## src/rtl/batcharger_pkg.sv

```systemverilog
// batcharger_pkg: charger states, fault codes and default thresholds
package batcharger_pkg;
    typedef enum logic [2:0] {S_IDLE, S_TC, S_CC, S_CV, S_DONE, S_FAULT} state_t;
    localparam logic [1:0] FC_NONE = 2'd0;
    localparam logic [1:0] FC_TEMP = 2'd1;
    localparam logic [1:0] FC_TC   = 2'd2;
    localparam logic [1:0] FC_CHG  = 2'd3;
    localparam int ADC_W_DEF      = 10;
    localparam int SEL_W_DEF      = 4;
    localparam int IUNIT_DEF      = 10;
    localparam int VCUTOFF_DEF    = 600;
    localparam int VTARGET_DEF    = 840;
    localparam int VRECHARGE_DEF  = 800;
    localparam int TEMP_MIN_DEF   = 100;
    localparam int TEMP_MAX_DEF   = 900;
    localparam int IEND_SHIFT_DEF = 4;
    localparam int END_CNT_DEF    = 4;
    localparam int TC_MAX_DEF     = 1024;
    localparam int CHG_MAX_DEF    = 65535;
endpackage

```

## src/rtl/batcharger_if.sv

```systemverilog
// batcharger_if: ADC sample bus in, DAC setpoints and status out
interface batcharger_if #(parameter int ADC_W = batcharger_pkg::ADC_W_DEF);
    logic             sample_valid;
    logic [ADC_W-1:0] vbat_code;
    logic [ADC_W-1:0] ibat_code;
    logic [ADC_W-1:0] vtemp_code;
    logic [ADC_W-1:0] iset_code;
    logic [ADC_W-1:0] vset_code;
    logic             tc;
    logic             cc;
    logic             cv;
    logic             done;
    logic             fault;
    logic [1:0]       fault_code;
    modport master (
        output sample_valid, vbat_code, ibat_code, vtemp_code,
        input  iset_code, vset_code, tc, cc, cv, done, fault, fault_code
    );
    modport slave (
        input  sample_valid, vbat_code, ibat_code, vtemp_code,
        output iset_code, vset_code, tc, cc, cv, done, fault, fault_code
    );
endinterface

```

## src/rtl/batcharger_setpoint.sv

```systemverilog
// batcharger_setpoint: CC, trickle and end-of-charge currents from capacity select
module batcharger_setpoint
    import batcharger_pkg::*;
#(
    parameter int ADC_W      = ADC_W_DEF,
    parameter int SEL_W      = SEL_W_DEF,
    parameter int IUNIT      = IUNIT_DEF,
    parameter int IEND_SHIFT = IEND_SHIFT_DEF
) (
    input  logic [SEL_W-1:0] sel,
    output logic [ADC_W-1:0] icc,
    output logic [ADC_W-1:0] itc,
    output logic [ADC_W-1:0] iend
);
    localparam int PW = ADC_W + SEL_W + 1;
    logic [PW-1:0] prod;
    always_comb begin
        prod = (PW'(sel) + PW'(1)) * PW'(IUNIT);
        icc  = |prod[PW-1:ADC_W] ? '1 : prod[ADC_W-1:0];
        itc  = icc >> 3;
        iend = icc >> IEND_SHIFT;
    end
endmodule

```

## src/rtl/batcharger_ctrl.sv

```systemverilog
// batcharger_ctrl: TC/CC/CV charge FSM with recharge, temperature and timeout faults
module batcharger_ctrl
    import batcharger_pkg::*;
#(
    parameter int ADC_W      = ADC_W_DEF,
    parameter int SEL_W      = SEL_W_DEF,
    parameter int IUNIT      = IUNIT_DEF,
    parameter int VCUTOFF    = VCUTOFF_DEF,
    parameter int VTARGET    = VTARGET_DEF,
    parameter int VRECHARGE  = VRECHARGE_DEF,
    parameter int TEMP_MIN   = TEMP_MIN_DEF,
    parameter int TEMP_MAX   = TEMP_MAX_DEF,
    parameter int IEND_SHIFT = IEND_SHIFT_DEF,
    parameter int END_CNT    = END_CNT_DEF,
    parameter int TC_MAX     = TC_MAX_DEF,
    parameter int CHG_MAX    = CHG_MAX_DEF
) (
    input logic             clk,
    input logic             rst,
    input logic             en,
    input logic [SEL_W-1:0] sel,
    batcharger_if.slave     bus
);
    localparam int TCW = $clog2(TC_MAX + 1);
    localparam int CGW = $clog2(CHG_MAX + 1);
    localparam int ENW = $clog2(END_CNT + 1);
    state_t           state, state_n;
    logic [TCW-1:0]   tc_cnt, tc_cnt_n, tc_inc;
    logic [CGW-1:0]   chg_cnt, chg_cnt_n, chg_inc;
    logic [ENW-1:0]   end_cnt, end_cnt_n, end_inc;
    logic [1:0]       fc_n;
    logic [ADC_W-1:0] icc, itc, iend, iset_n, vset_n;
    logic             temp_bad, active;

    batcharger_setpoint #(
        .ADC_W(ADC_W), .SEL_W(SEL_W), .IUNIT(IUNIT), .IEND_SHIFT(IEND_SHIFT)
    ) u_setpoint (
        .sel(sel), .icc(icc), .itc(itc), .iend(iend)
    );

    always_comb begin
        tc_inc    = tc_cnt + TCW'(tc_cnt != TCW'(TC_MAX));
        chg_inc   = chg_cnt + CGW'(chg_cnt != CGW'(CHG_MAX));
        end_inc   = end_cnt + ENW'(end_cnt != ENW'(END_CNT));
        temp_bad  = bus.vtemp_code < ADC_W'(TEMP_MIN) || bus.vtemp_code > ADC_W'(TEMP_MAX);
        active    = state inside {S_TC, S_CC, S_CV};
        state_n   = state;
        tc_cnt_n  = tc_cnt;
        chg_cnt_n = chg_cnt;
        end_cnt_n = end_cnt;
        fc_n      = bus.fault_code;
        if (!en) begin
            state_n   = S_IDLE;
            tc_cnt_n  = '0;
            chg_cnt_n = '0;
            end_cnt_n = '0;
            fc_n      = FC_NONE;
        end else if (bus.sample_valid && state != S_FAULT) begin
            if (state == S_IDLE) begin
                state_n = temp_bad ? S_IDLE : (bus.vbat_code < ADC_W'(VCUTOFF) ? S_TC : S_CC);
            end else if (temp_bad) begin
                state_n = S_FAULT;
                fc_n    = FC_TEMP;
            end else begin
                chg_cnt_n = active ? chg_inc : chg_cnt;
                tc_cnt_n  = state == S_TC ? tc_inc : tc_cnt;
                end_cnt_n = (state == S_CV && bus.ibat_code <= iend) ? end_inc : '0;
                if (state == S_TC && tc_inc == TCW'(TC_MAX)) begin
                    state_n = S_FAULT;
                    fc_n    = FC_TC;
                end else if (active && chg_inc == CGW'(CHG_MAX)) begin
                    state_n = S_FAULT;
                    fc_n    = FC_CHG;
                end else if (state == S_TC && bus.vbat_code >= ADC_W'(VCUTOFF)) begin
                    state_n = S_CC;
                end else if (state == S_CC && bus.vbat_code >= ADC_W'(VTARGET)) begin
                    state_n = S_CV;
                end else if (state == S_CV && end_cnt_n == ENW'(END_CNT)) begin
                    state_n = S_DONE;
                end else if (state == S_DONE && bus.vbat_code < ADC_W'(VRECHARGE)) begin
                    state_n   = S_CC;
                    tc_cnt_n  = '0;
                    chg_cnt_n = '0;
                end
            end
        end
        iset_n = state_n == S_TC ? itc : (state_n inside {S_CC, S_CV} ? icc : '0);
        vset_n = state_n inside {S_TC, S_CC, S_CV} ? ADC_W'(VTARGET) : '0;
    end

    // iset follows sel only on a sample so a mid-charge sel change waits for the next strobe
    always_ff @(posedge clk) begin
        if (rst) begin
            state          <= S_IDLE;
            tc_cnt         <= '0;
            chg_cnt        <= '0;
            end_cnt        <= '0;
            bus.fault_code <= FC_NONE;
            bus.iset_code  <= '0;
            bus.vset_code  <= '0;
            bus.tc         <= 1'b0;
            bus.cc         <= 1'b0;
            bus.cv         <= 1'b0;
            bus.done       <= 1'b0;
            bus.fault      <= 1'b0;
        end else begin
            state          <= state_n;
            tc_cnt         <= tc_cnt_n;
            chg_cnt        <= chg_cnt_n;
            end_cnt        <= end_cnt_n;
            bus.fault_code <= fc_n;
            bus.vset_code  <= vset_n;
            bus.tc         <= state_n == S_TC;
            bus.cc         <= state_n == S_CC;
            bus.cv         <= state_n == S_CV;
            bus.done       <= state_n == S_DONE;
            bus.fault      <= state_n == S_FAULT;
            if (!en || bus.sample_valid) bus.iset_code <= iset_n;
        end
    end
endmodule

```

## src/flat_wrapper.sv

```systemverilog
// flat-port wrapper written by rule: the top's interface ports become plain ports
module batcharger_ctrl_flat import batcharger_pkg::*;
#(
    parameter int ADC_W      = ADC_W_DEF,
    parameter int SEL_W      = SEL_W_DEF,
    parameter int IUNIT      = IUNIT_DEF,
    parameter int VCUTOFF    = VCUTOFF_DEF,
    parameter int VTARGET    = VTARGET_DEF,
    parameter int VRECHARGE  = VRECHARGE_DEF,
    parameter int TEMP_MIN   = TEMP_MIN_DEF,
    parameter int TEMP_MAX   = TEMP_MAX_DEF,
    parameter int IEND_SHIFT = IEND_SHIFT_DEF,
    parameter int END_CNT    = END_CNT_DEF,
    parameter int TC_MAX     = TC_MAX_DEF,
    parameter int CHG_MAX    = CHG_MAX_DEF
)
  (clk, rst, en, sel, bus_sample_valid, bus_vbat_code, bus_ibat_code, bus_vtemp_code, bus_iset_code, bus_vset_code, bus_tc, bus_cc, bus_cv, bus_done, bus_fault, bus_fault_code);
  batcharger_if #(.ADC_W(ADC_W)) bus_i ();
  input logic clk;
  input logic rst;
  input logic en;
  input logic [SEL_W-1:0] sel;
  input wire logic [$bits(bus_i.sample_valid)-1:0] bus_sample_valid;
  input wire logic [$bits(bus_i.vbat_code)-1:0] bus_vbat_code;
  input wire logic [$bits(bus_i.ibat_code)-1:0] bus_ibat_code;
  input wire logic [$bits(bus_i.vtemp_code)-1:0] bus_vtemp_code;
  output wire logic [$bits(bus_i.iset_code)-1:0] bus_iset_code;
  output wire logic [$bits(bus_i.vset_code)-1:0] bus_vset_code;
  output wire logic [$bits(bus_i.tc)-1:0] bus_tc;
  output wire logic [$bits(bus_i.cc)-1:0] bus_cc;
  output wire logic [$bits(bus_i.cv)-1:0] bus_cv;
  output wire logic [$bits(bus_i.done)-1:0] bus_done;
  output wire logic [$bits(bus_i.fault)-1:0] bus_fault;
  output wire logic [$bits(bus_i.fault_code)-1:0] bus_fault_code;
  assign bus_i.sample_valid = bus_sample_valid;
  assign bus_i.vbat_code = bus_vbat_code;
  assign bus_i.ibat_code = bus_ibat_code;
  assign bus_i.vtemp_code = bus_vtemp_code;
  assign bus_iset_code = bus_i.iset_code;
  assign bus_vset_code = bus_i.vset_code;
  assign bus_tc = bus_i.tc;
  assign bus_cc = bus_i.cc;
  assign bus_cv = bus_i.cv;
  assign bus_done = bus_i.done;
  assign bus_fault = bus_i.fault;
  assign bus_fault_code = bus_i.fault_code;
  batcharger_ctrl #(.ADC_W(ADC_W), .SEL_W(SEL_W), .IUNIT(IUNIT), .VCUTOFF(VCUTOFF), .VTARGET(VTARGET), .VRECHARGE(VRECHARGE), .TEMP_MIN(TEMP_MIN), .TEMP_MAX(TEMP_MAX), .IEND_SHIFT(IEND_SHIFT), .END_CNT(END_CNT), .TC_MAX(TC_MAX), .CHG_MAX(CHG_MAX)) u_core (.clk(clk), .rst(rst), .en(en), .sel(sel), .bus(bus_i));
endmodule
```

## config.mk

```make
export PLATFORM = sky130hd
export DESIGN_NAME = batcharger_ctrl_flat
export DESIGN_NICKNAME = d
export VERILOG_FILES = /design/src/rtl/batcharger_pkg.sv /design/src/rtl/batcharger_if.sv /design/src/rtl/batcharger_setpoint.sv /design/src/rtl/batcharger_ctrl.sv /design/src/flat_wrapper.sv
export SDC_FILE = /design/constraint.sdc
export NUM_CORES = 1
export LEC_CHECK = 0
export CAP_MARGIN = 20
export CORE_MARGIN = 1
export CORE_UTILIZATION = 37
export DETAILED_ROUTE_END_ITERATION = 10
export MAX_ROUTING_LAYER = met4
export PLACE_DENSITY = 0.71
export SYNTH_ARGS = -nofsm -noshare
export SYNTH_HDL_FRONTEND = slang
export SYNTH_SLANG_ARGS = --single-unit
export TNS_END_PERCENT = 30
```

## constraint.sdc

```tcl
create_clock -name clk -period 3.82 [get_ports clk]
set_input_delay 0.382 -clock clk [delete_from_list [all_inputs] [get_ports clk]]
set_output_delay 0.382 -clock clk [all_outputs]
set_load 0.01 [all_outputs]
```

# [Word level (Yosys, flattened, before mapping)]
# Index checks and enable logic that the tools add are counted.
[word_totals] wordCells=97 inputBits=38 regBits=60
[op_classes] n_bitwise=3 n_eq_ne=16 n_addsub=4 multipliers=1 order_cmp=7 reduce_logical=20 n_mux=34
[op_table] cell="2-to-1 mux 16 bit" n=7
[op_table] cell="2-to-1 mux 11 bit" n=7
[op_table] cell="2-to-1 mux 10 bit" n=4
[op_table] cell="2-to-1 mux 3 bit" n=12
[op_table] cell="greater-or-equal comparator 10 bit (second input constant)" n=2
[op_table] cell="less-than comparator 10 bit (second input constant)" n=2
[op_table] cell="adder 16 x 1 -> 16 bit" n=1
[op_table] cell="== test 16 bit (second input constant)" n=1
[op_table] cell="inequality test 16 bit (second input constant)" n=1
[op_table] cell="multiplier 15 x 3 -> 14 bit (second input constant)" n=1
[op_table] cell="== test 3 x 2 -> 1 bit (second input constant)" n=4
[op_table] cell="== test 3 bit (second input constant)" n=4
[op_table] cell="adder 11 x 1 -> 11 bit" n=1
[op_table] cell="== test 11 bit (second input constant)" n=1
[op_table] cell="inequality test 11 bit (second input constant)" n=1
[op_table] cell="> comparator 10 bit (second input constant)" n=1
[op_table] cell="less-or-equal comparator 10 x 6 -> 1 bit" n=1
[op_table] cell="less-than comparator 10 x 7 -> 1 bit (second input constant)" n=1
[op_table] cell="nonzero test 3 bit" n=3
[op_table] cell="logical AND 1 bit" n=8
[op_table] cell="2-to-1 mux 2 bit" n=4
[op_table] cell="== test 3 x 1 -> 1 bit (second input constant)" n=2
[op_table] cell="inequality test 3 bit (second input constant)" n=2
[op_table] cell="AND reduction 3 bit" n=2
[op_table] cell="other kinds (9)" n=12

# [Logic depth before layout (Yosys ltp)]
# Gate-level depths: netlist of the first run.
[depth] depth_word=22 mapped_depth=17

# [Cells and area by module]
# From an unflattened synthesis of the first run, not the netlist that was laid out.
[hier_totals] hier_cells=527 hier_area_um2=4033.9
[modules_own_cells] module="batcharger_ctrl" area_each_um2=3637.2 instances=1 cells_each=474
[modules_own_cells] module="batcharger_setpoint" area_each_um2=396.6 instances=1 cells_each=53

# [Worst setup path after synthesis of the first run]
# OpenSTA, ideal clock, no wires.
[synth_timing] path_type="register to register" startpoint="register u_core.chg_cnt[9]" endpoint="register u_core.bus.iset_code[1]" arrival_ns=3.725 t_required_ns=3.687 synth_period_minus_slack_ns=3.858 n_path_buf=2 path_slack_ns=-0.038 setup_ns=0.133 path_stages_with_launch=17 cell_sequence="dfxtp_1 -> clkbuf_1 -> and4_1 -> and3_1 -> and4_1 -> nand4_1 -> ha_1 -> ha_1 -> clkbuf_1 -> a21o_1 -> a41oi_1 -> a21oi_1 -> or4_1 -> o41ai_4 -> o21bai_1 -> a32oi_1 -> a211oi_1"
[synth_between] elab_chain_len=14 word_cells_on_any_way=16
[synth_rtl] item="from (decl)" line="batcharger_ctrl.sv:29" source="logic [CGW-1:0] chg_cnt, chg_cnt_n, chg_inc;"
[synth_rtl] item="from (signal assigned)" line="batcharger_ctrl.sv:109" source="chg_cnt <= chg_cnt_n;"
[synth_rtl] item="inequality test 16 bit" line="batcharger_ctrl.sv:43" source="chg_inc = chg_cnt + CGW'(chg_cnt != CGW'(CHG_MAX));"
[synth_rtl] item="adder 16 x 1 -> 16 bit (*)" line="batcharger_ctrl.sv:43"
[synth_rtl] item="== test 16 bit (*)" line="batcharger_ctrl.sv:71" source="end else if (active && chg_inc == CGW'(CHG_MAX)) begin"
[synth_rtl] item="logical AND 1 bit (*)" line="batcharger_ctrl.sv:71"
[synth_rtl] item="2-to-1 mux 3 bit (*)" line="batcharger_ctrl.sv:71"
[synth_rtl] item="2-to-1 mux 3 bit (*)" line="batcharger_ctrl.sv:68" source="if (state == S_TC && tc_inc == TCW'(TC_MAX)) begin"
[synth_rtl] item="2-to-1 mux 3 bit (*)" line="batcharger_ctrl.sv:61" source="end else if (temp_bad) begin"
[synth_rtl] item="2-to-1 mux 3 bit (*)" line="batcharger_ctrl.sv:59" source="if (state == S_IDLE) begin"
[synth_rtl] item="2-to-1 mux 3 bit (*)" line="batcharger_ctrl.sv:58" source="end else if (bus.sample_valid && state != S_FAULT) begin"
[synth_rtl] item="2-to-1 mux 3 bit (*)" line="batcharger_ctrl.sv:52" source="if (!en) begin"
[synth_rtl] item="== test 3 x 2 -> 1 bit" line="batcharger_ctrl.sv:87" source="iset_n = state_n == S_TC ? itc : (state_n inside {S_CC, S_CV} ? icc : '0);"
[synth_rtl] item="nonzero test 2 bit" line="batcharger_ctrl.sv:87"
[synth_rtl] item="2-to-1 mux 10 bit" line="batcharger_ctrl.sv:87"
[synth_rtl] item="2-to-1 mux 10 bit (*)" line="batcharger_ctrl.sv:87"
[synth_rtl] item="to (signal assigned)" line="batcharger_ctrl.sv:118" source="if (!en || bus.sample_valid) bus.iset_code <= iset_n;"
[synth_rtl] item="to (decl)" line="batcharger_if.sv:21" source="output iset_code, vset_code, tc, cc, cv, done, fault, fault_code"
# Every way passes the cells marked *; elsewhere a longest branch is shown, timed or not.
# A chain may end at the register's enable or synchronous reset.

# [Worst setup path in the final report of the first run]
[layout_timing] startpoint="input port sel[2]" endpoint="register u_core.bus.iset_code[4]"
[layout_between] elab_chain_len=22 word_cells_on_any_way=24
[layout_rtl] item="from (decl)" line="flat_wrapper.sv:22" source="input logic [SEL_W-1:0] sel;"
[layout_rtl] item="adder 4 x 1 -> 5 bit (*)" line="batcharger_setpoint.sv:18" source="prod = (PW'(sel) + PW'(1)) * PW'(IUNIT);"
[layout_rtl] item="multiplier 15 x 3 -> 14 bit (*)" line="batcharger_setpoint.sv:18"
[layout_rtl] item="OR reduction 5 bit" line="batcharger_setpoint.sv:19" source="icc = |prod[PW-1:ADC_W] ? '1 : prod[ADC_W-1:0];"
[layout_rtl] item="2-to-1 mux 10 bit (*)" line="batcharger_setpoint.sv:19"
[layout_rtl] item="less-or-equal comparator 10 x 6 -> 1 bit" line="batcharger_ctrl.sv:67" source="end_cnt_n = (state == S_CV && bus.ibat_code <= iend) ? end_inc : '0;"
[layout_rtl] item="logical AND 1 bit" line="batcharger_ctrl.sv:67"
[layout_rtl] item="2-to-1 mux 3 bit" line="batcharger_ctrl.sv:67"
[layout_rtl] item="== test 3 bit" line="batcharger_ctrl.sv:78" source="end else if (state == S_CV && end_cnt_n == ENW'(END_CNT)) begin"
[layout_rtl] item="[... 6 more ...]"
[layout_rtl] item="2-to-1 mux 3 bit" line="batcharger_ctrl.sv:61"
[layout_rtl] item="2-to-1 mux 3 bit" line="batcharger_ctrl.sv:59"
[layout_rtl] item="2-to-1 mux 3 bit" line="batcharger_ctrl.sv:58"
[layout_rtl] item="2-to-1 mux 3 bit" line="batcharger_ctrl.sv:52"
[layout_rtl] item="== test 3 x 2 -> 1 bit" line="batcharger_ctrl.sv:87"
[layout_rtl] item="nonzero test 2 bit" line="batcharger_ctrl.sv:87"
[layout_rtl] item="2-to-1 mux 10 bit" line="batcharger_ctrl.sv:87"
[layout_rtl] item="2-to-1 mux 10 bit (*)" line="batcharger_ctrl.sv:87"
# Marked as above.

==> results.sh, run 1 <==
export IMPL_met1_length_um=4030
export IMPL_async_flop_share_pct=0
export IMPL_syn_area_per_cell_um2=7.83
export IMPL_worst_pin_slew_ps=646
export IMPL_wire_per_inst_um=14.3
export IMPL_hold_ws_ps=462
export IMPL_slew_viol_final=0
export IMPL_dr_wl_met3_um=424
export IMPL_clock_fmax_mhz=272
export IMPL_rsz0062_at_grt="no"
export IMPL_antenna_found_initial=0
export IMPL_synth_warnings=0
export IMPL_synth_cell_types=62
export IMPL_dieWidth_um=98.6
export IMPL_track_usage_pct=19.4
export IMPL_num_rows=34
export IMPL_grt_pass1_wl_um=15000
export IMPL_vias_per_cell=5.56
export IMPL_finalCriticalPeriod_ps=3670
export IMPL_power_per_cell_area_nw_per_um2=244
export IMPL_yosysTopAreaCellShare_pct=29.0
export IMPL_ant_nets=0
export IMPL_pre_cts_slack_ps=-780
export IMPL_setup_violations=0
export IMPL_path_clk_slew_ps=100
export IMPL_slew_headroom_pct=57.0
export IMPL_timing_final_crit_share_pct=96.2
export IMPL_fin_nets=573
export IMPL_finClkSkew_ps=10.6
export IMPL_port_buffers=54
export IMPL_cts_max_level=2
export IMPL_final_layout_size_suffix_gt1_share_pct=15.5
export IMPL_gr_total_overflow=0
export IMPL_die_area_um2=9720
export IMPL_globalplace_congestion=0.898
export IMPL_synth_seq_cells=50
export IMPL_ctsLongestPathBuffers=2
export IMPL_top_layer_used="met4"
export IMPL_diodes=0
export IMPL_synth_cells=441
export IMPL_rrSetupSlack_ps=230
export IMPL_fin_area_um2=4520
export IMPL_hp_class="flip-flop to flip-flop"
export IMPL_ir_worst_vdd_v=0.000132
export IMPL_yosysSeqAreaShare_pct=29.0
export IMPL_layout_setup_ws_ps=145
export IMPL_p_leak_nw=1.68
export IMPL_vias=3472
export IMPL_yosysTopAreaCell="dfxtp_1"
export IMPL_dp_hpwl_um=6670
export IMPL_hold_viol=0
export IMPL_wl_um=8950
export IMPL_cp_max_fo=5
export IMPL_area_growth_pct=30.8
export IMPL_synth_area_leaders="dfxtp_1, ha_1, nor2_1, nand2_1, xor2_1"
export IMPL_drc=0
export IMPL_placement_cell_area_um2=4290
export IMPL_status="finished clean"
export IMPL_cts_sinks=50
export IMPL_initial_core_util_pct=38.8
export IMPL_start_kind="input pin"
export IMPL_grt_max_degree=19
export IMPL_cts_buffers=5
export IMPL_coreArea_um2=8890
export IMPL_die_h_um=98.6
export IMPL_grt_pass1_vias=3312
export IMPL_tritoncts="yes"
export IMPL_drt_iter0_drc=377
export IMPL_first_pass_iters=4
export IMPL_mostFrequentLayoutCell="nor2_1"
export IMPL_cp_required_ps=4050
export IMPL_synthFlopType="dfxtp_1"
export IMPL_layout_common_cells="nor2_1, clkdlybuf4s50_1, dfxtp_1"
export IMPL_io_pins=65
export IMPL_num_fill_cells=838
export IMPL_synth_edff_count=0
export IMPL_end_kind="flip-flop"
export IMPL_crit_type="input pin to flip-flop"
export IMPL_critPathArrivalTime_ps=3910
export IMPL_route_met2_wl_um=4390
export IMPL_synth_area_um2=3450
export IMPL_max_cap_violations=0
export IMPL_clkLatencyLatePin_ps=310
export IMPL_root_buffer="clkbuf_8"
[stage by stage]
stage	cells	setup TNS (ps)	util, %	power [mW]
finish	624	0	50.8	1.10
CTS	624	0	50.0	1.10
floorplan	447	0	-	0.657
global route	624	0	50.8	1.16
global placement	615	-7930	48.3	0.759
detailed placement	615	-11590	48.3	0.765
[synthesized netlist by cell type (all sizes together), types with 3 or more instances]
library cell,count
nor2,51
dfxtp,50
nand2,38
a21oi,25
nand3,21
clkbuf,19
ha,19
o21ai,19
xor2,16
buf,15
inv,14
nor3,13
xnor2,11
nand4,10
nand2b,9
a31oi,8
and3,7
and4,7
nor4,6
a211oi,5
a32oi,5
and2,5
or3,5
a21boi,4
a21o,4
mux2i,4
nor2b,4
o31ai,4
nor4b,3
o32ai,3
[worst max-delay path, stage by stage]
cell	delay [ps]
dlygate4sd2_1	250
buf_4	140
xor2_1	170
ha_1	350
fa_2	400
inv_1	70
nor2_1	50
o21ai_1	170
ha_1	310
a211o_1	320
a31oi_4	180
a21oi_4	100
o311a_1	310
nor3_2	150
o211a_4	220
nand2_2	80
o31ai_1	250
[power breakdown]
group / internal, mW / switching (mW)
Sequential: 0.527 / 0.00558
Combinational: 0.124 / 0.118
Clock: 0.133 / 0.194
Total: 0.783 / 0.317
[layout make-up]
type | count | area [µm²] | share of cell area (%)
multi-input combinational | 349 | 2390 | 52.9
sequential | 50 | 1000 | 22.2
clock buffer | 5 | 68.8 | 1.52
clock inverter | 3 | 25.0 | 0.554
tap | 108 | 135 | 2.99
timing repair buffer | 95 | 843 | 18.7
inverter | 14 | 52.6 | 1.16
[logic make-up after synthesis]
group	count (synthesis)	synth area share [%]
mux	5	1.49
compound gates	101	20.3
simple gates	189	28.4
buf+inv	48	6.45
fa+ha+maj	20	7.46
flops	50	29.0
other cells	1	0.109
xor+xnor	27	6.85
[registers in the layout (all words and copies together) (netlist names)]
signal,flops
u_core.tc_cnt,11
u_core.bus.fault,1
u_core.bus.fault_code,2
u_core.state,3
u_core.bus.iset_code,9
u_core.bus.done,1
u_core.bus.cv,1
u_core.end_cnt,3
u_core.chg_cnt,16
u_core.bus.cc,1
u_core.bus.tc,1
u_core.bus.vset_code,1
[timing repair]
item | CTS | global route
endpoints found under the setup margin | 17 | 17
setup buffers | 1 | 0
pin swaps | 13 | 4
hold buffers | 0 | 0
resized for setup | 14 | 18
[metal layers]
metal | up-vias | GRT usage (%)
li1 | 1728 | -
met1 | 1633 | 24.1
met2 | 103 | 32.3
met3 | 8 | 2.84
met4 | 0 | 6.31
met5 | - | -
[path summary, 6_finish.rpt]
kind / startpoint / endpoint / depth (start not counted)
hold reg to reg: u_core.bus.iset_code[0] / u_core.bus.iset_code[0] / 2
setup reg to reg: u_core.chg_cnt[11] / u_core.bus.iset_code[4] / 16
setup / recovery: sel[2] / u_core.bus.iset_code[4] / 17
hold / removal: u_core.bus.iset_code[0] / u_core.bus.iset_code[0] / 2
No activity file was read; power rests on OpenSTA's default activity.
==> inputs of run 2 (changes only) <==
Settings changed: CELL_PAD_IN_SITES_DETAIL_PLACEMENT set to 0, CELL_PAD_IN_SITES_GLOBAL_PLACEMENT set to 1, CORE_UTILIZATION 37 to 35, PLACE_DENSITY 0.71 to 0.86.
==> run 2 against run 1 <==
Net effect: clock power up 40%; clock-buffer cell count up 1; hold slack better by 3.2 ps; non-clock buffer count increased by 7; critical path depth up 1; first-iteration DRC count decreased by 31%; total power grew 14%; highest routed layer unchanged; via count grew 0.75%; wire length is 5.1% higher; core utilization decreased by 1.1 points; combinational power increased by 9.5%.
==> results.sh, run 2 (same netlist as run 1, synthesis figures left out) <==
export IMPL_status="finished clean"
export IMPL_num_rows=35
export IMPL_grt_max_degree=19
export IMPL_finClkSkew_ps=8.85
export IMPL_port_buffers=54
export IMPL_track_usage_pct=19.3
export IMPL_finalCriticalPeriod_ps=3650
export IMPL_cp_required_ps=4040
export IMPL_largest_reg_flops=16
export IMPL_vias=3498
export IMPL_worst_path_dominant_cell_family="compound AO/OA/AOI/OAI gates"
export IMPL_hold_ws_ps=465
export IMPL_p_leak_nw=1.74
export IMPL_timing_final_crit_share_pct=95.6
export IMPL_root_buffer="clkbuf_8"
export IMPL_top_register="u_core.chg_cnt"
export IMPL_clock_fmax_mhz=274
export IMPL_die_h_um=101
export IMPL_cp_max_fo=5
export IMPL_wire_per_inst_um=14.4
export IMPL_crit_type="input pin to flip-flop"
export IMPL_critPathArrivalTime_ps=3880
export IMPL_slew_headroom_pct=54.9
export IMPL_fin_nets=580
export IMPL_ir_worst_vdd_v=0.000167
export IMPL_diodes=0
export IMPL_drt_iter0_drc=262
export IMPL_coreArea_um2=9420
export IMPL_ant_nets=0
export IMPL_tritoncts="yes"
export IMPL_cts_max_level=2
export IMPL_cts_buffers=5
export IMPL_dieWidth_um=101
export IMPL_hp_class="flip-flop to flip-flop"
export IMPL_vias_per_cell=5.37
export IMPL_setup_violations=0
export IMPL_wl_um=9410
export IMPL_io_pins=65
export IMPL_slowest_delay_ps=390
export IMPL_power_per_cell_area_nw_per_um2=268
export IMPL_worst_pin_slew_ps=670
export IMPL_dp_hpwl_um=7150
export IMPL_placement_cell_area_um2=4330
export IMPL_grt_pass1_wl_um=15400
export IMPL_die_area_um2=10300
export IMPL_start_kind="input pin"
export IMPL_path_cells="clkbuf_2 -> nand3_4 -> xnor2_2 -> ha_1 -> ha_4 -> fa_2 -> inv_1 -> nor2_1 -> o21ai_2 -> ha_1 -> a211o_1 -> a31oi_4 -> a21oi_4 -> o311a_1 -> nor3_2 -> o211a_1 -> a32oi_1 -> a211oi_1"
export IMPL_drc=0
export IMPL_design_power_total_mw=1.25
export IMPL_crit_top_cell="ha_1"
export IMPL_final_layout_size_suffix_gt1_share_pct=18.9
export IMPL_initial_core_util_pct=36.7
export IMPL_antenna_found_initial=0
export IMPL_globalplace_congestion=0.880
export IMPL_clkLatencyLatePin_ps=300
export IMPL_num_fill_cells=910
export IMPL_worst_path_max_delay_cell="fa_2"
export IMPL_end_kind="flip-flop"
export IMPL_reg_top3="u_core.chg_cnt x16, u_core.tc_cnt x11, u_core.bus.iset_code x9"
export IMPL_layout_common_cells="nor2_1, clkdlybuf4s50_1, buf_4"
export IMPL_first_pass_iters=4
export IMPL_area_growth_pct=35.5
export IMPL_ctsLongestPathBuffers=2
export IMPL_hold_buffers=0
export IMPL_grt_pass1_vias=3407
export IMPL_mostFrequentLayoutCell="nor2_1"
export IMPL_hold_viol=0
export IMPL_max_cap_violations=0
export IMPL_fin_area_um2=4680
export IMPL_cts_sinks=50
export IMPL_gr_total_overflow=0
export IMPL_path_buf_inv=2
export IMPL_slew_viol_final=0
export IMPL_path_clk_slew_ps=90
[run 2: path summary, 6_finish.rpt]
kind                                              start                 endpoint  cells after the start  slack, ps
worst max-delay path                             sel[1]  u_core.bus.iset_code[1]                     18        170
worst min-delay path            u_core.bus.iset_code[0]  u_core.bus.iset_code[0]                      2        460
worst max register to register       u_core.chg_cnt[11]  u_core.bus.iset_code[5]                     17        190
worst min register to register  u_core.bus.iset_code[0]  u_core.bus.iset_code[0]                      2        460
[run 2: area by class of cell]
| class | instances | area [µm²] | share of cell area (%) |
|---|---|---|---|
| Sequential cell | 50 | 1010 | 21.5 |
| Clock inverter | 2 | 60.1 | 1.28 |
| Clock buffer | 6 | 82.6 | 1.76 |
| Inverter | 14 | 52.6 | 1.12 |
| Timing Repair Buffer | 102 | 883 | 18.9 |
| Tap cell | 129 | 161 | 3.45 |
| Multi-Input combinational cell | 349 | 2430 | 52.0 |
[run 2: per-stage QoR]
step	TNS, ps	utilization (%)	setup slack [ps]	cells
2_1_floorplan	0	-	0.0879	447
3_3_place_gp	-8660	45.9	-582	637
3_5_place_dp	-12150	45.9	-794	637
4_1_cts	0	48.5	25.8	649
5_1_grt	-61.1	49.7	-46.7	652
6_report	0	49.7	167	652
[run 2: worst reg2reg max path, stage by stage (launching register included)]
cell and delay, ps:
dfxtp_2 350, and4_4 230, and3_4 180, and4_1 190
nand4_1 90, ha_2 220, ha_2 190, a21o_1 170
a41oi_2 180, a21oi_1 60, or4_4 550, o41ai_4 290
buf_4 200, a211oi_2 80, buf_4 160, buf_4 130
a32oi_2 180, o31ai_1 90
[run 2: timing repair]
action | 4_1_cts | 5_1_grt
pin swaps | 16 | 14
buffers inserted | 4 | 3
gates resized for setup | 19 | 33
setup endpoints to repair | 17 | 17
[run 2: report_power, final]
| part | internal (mW) | leakage [nW] | switching, mW | total (mW) |
|---|---|---|---|---|
| Clock | 0.279 | 0.0714 | 0.179 | 0.459 |
| Combinational | 0.138 | 1.26 | 0.125 | 0.264 |
| Sequential | 0.527 | 0.406 | 0.00552 | 0.533 |
| Total | 0.945 | 1.74 | 0.310 | 1.25 |
[run 2: metal layers]
metal / share of wire [%] / GRT usage, %
met5: 0 / -
met4: 1.8 / 6.69
met3: 4.1 / 2.28
met2: 51 / 34.0
met1: 43 / 22.6
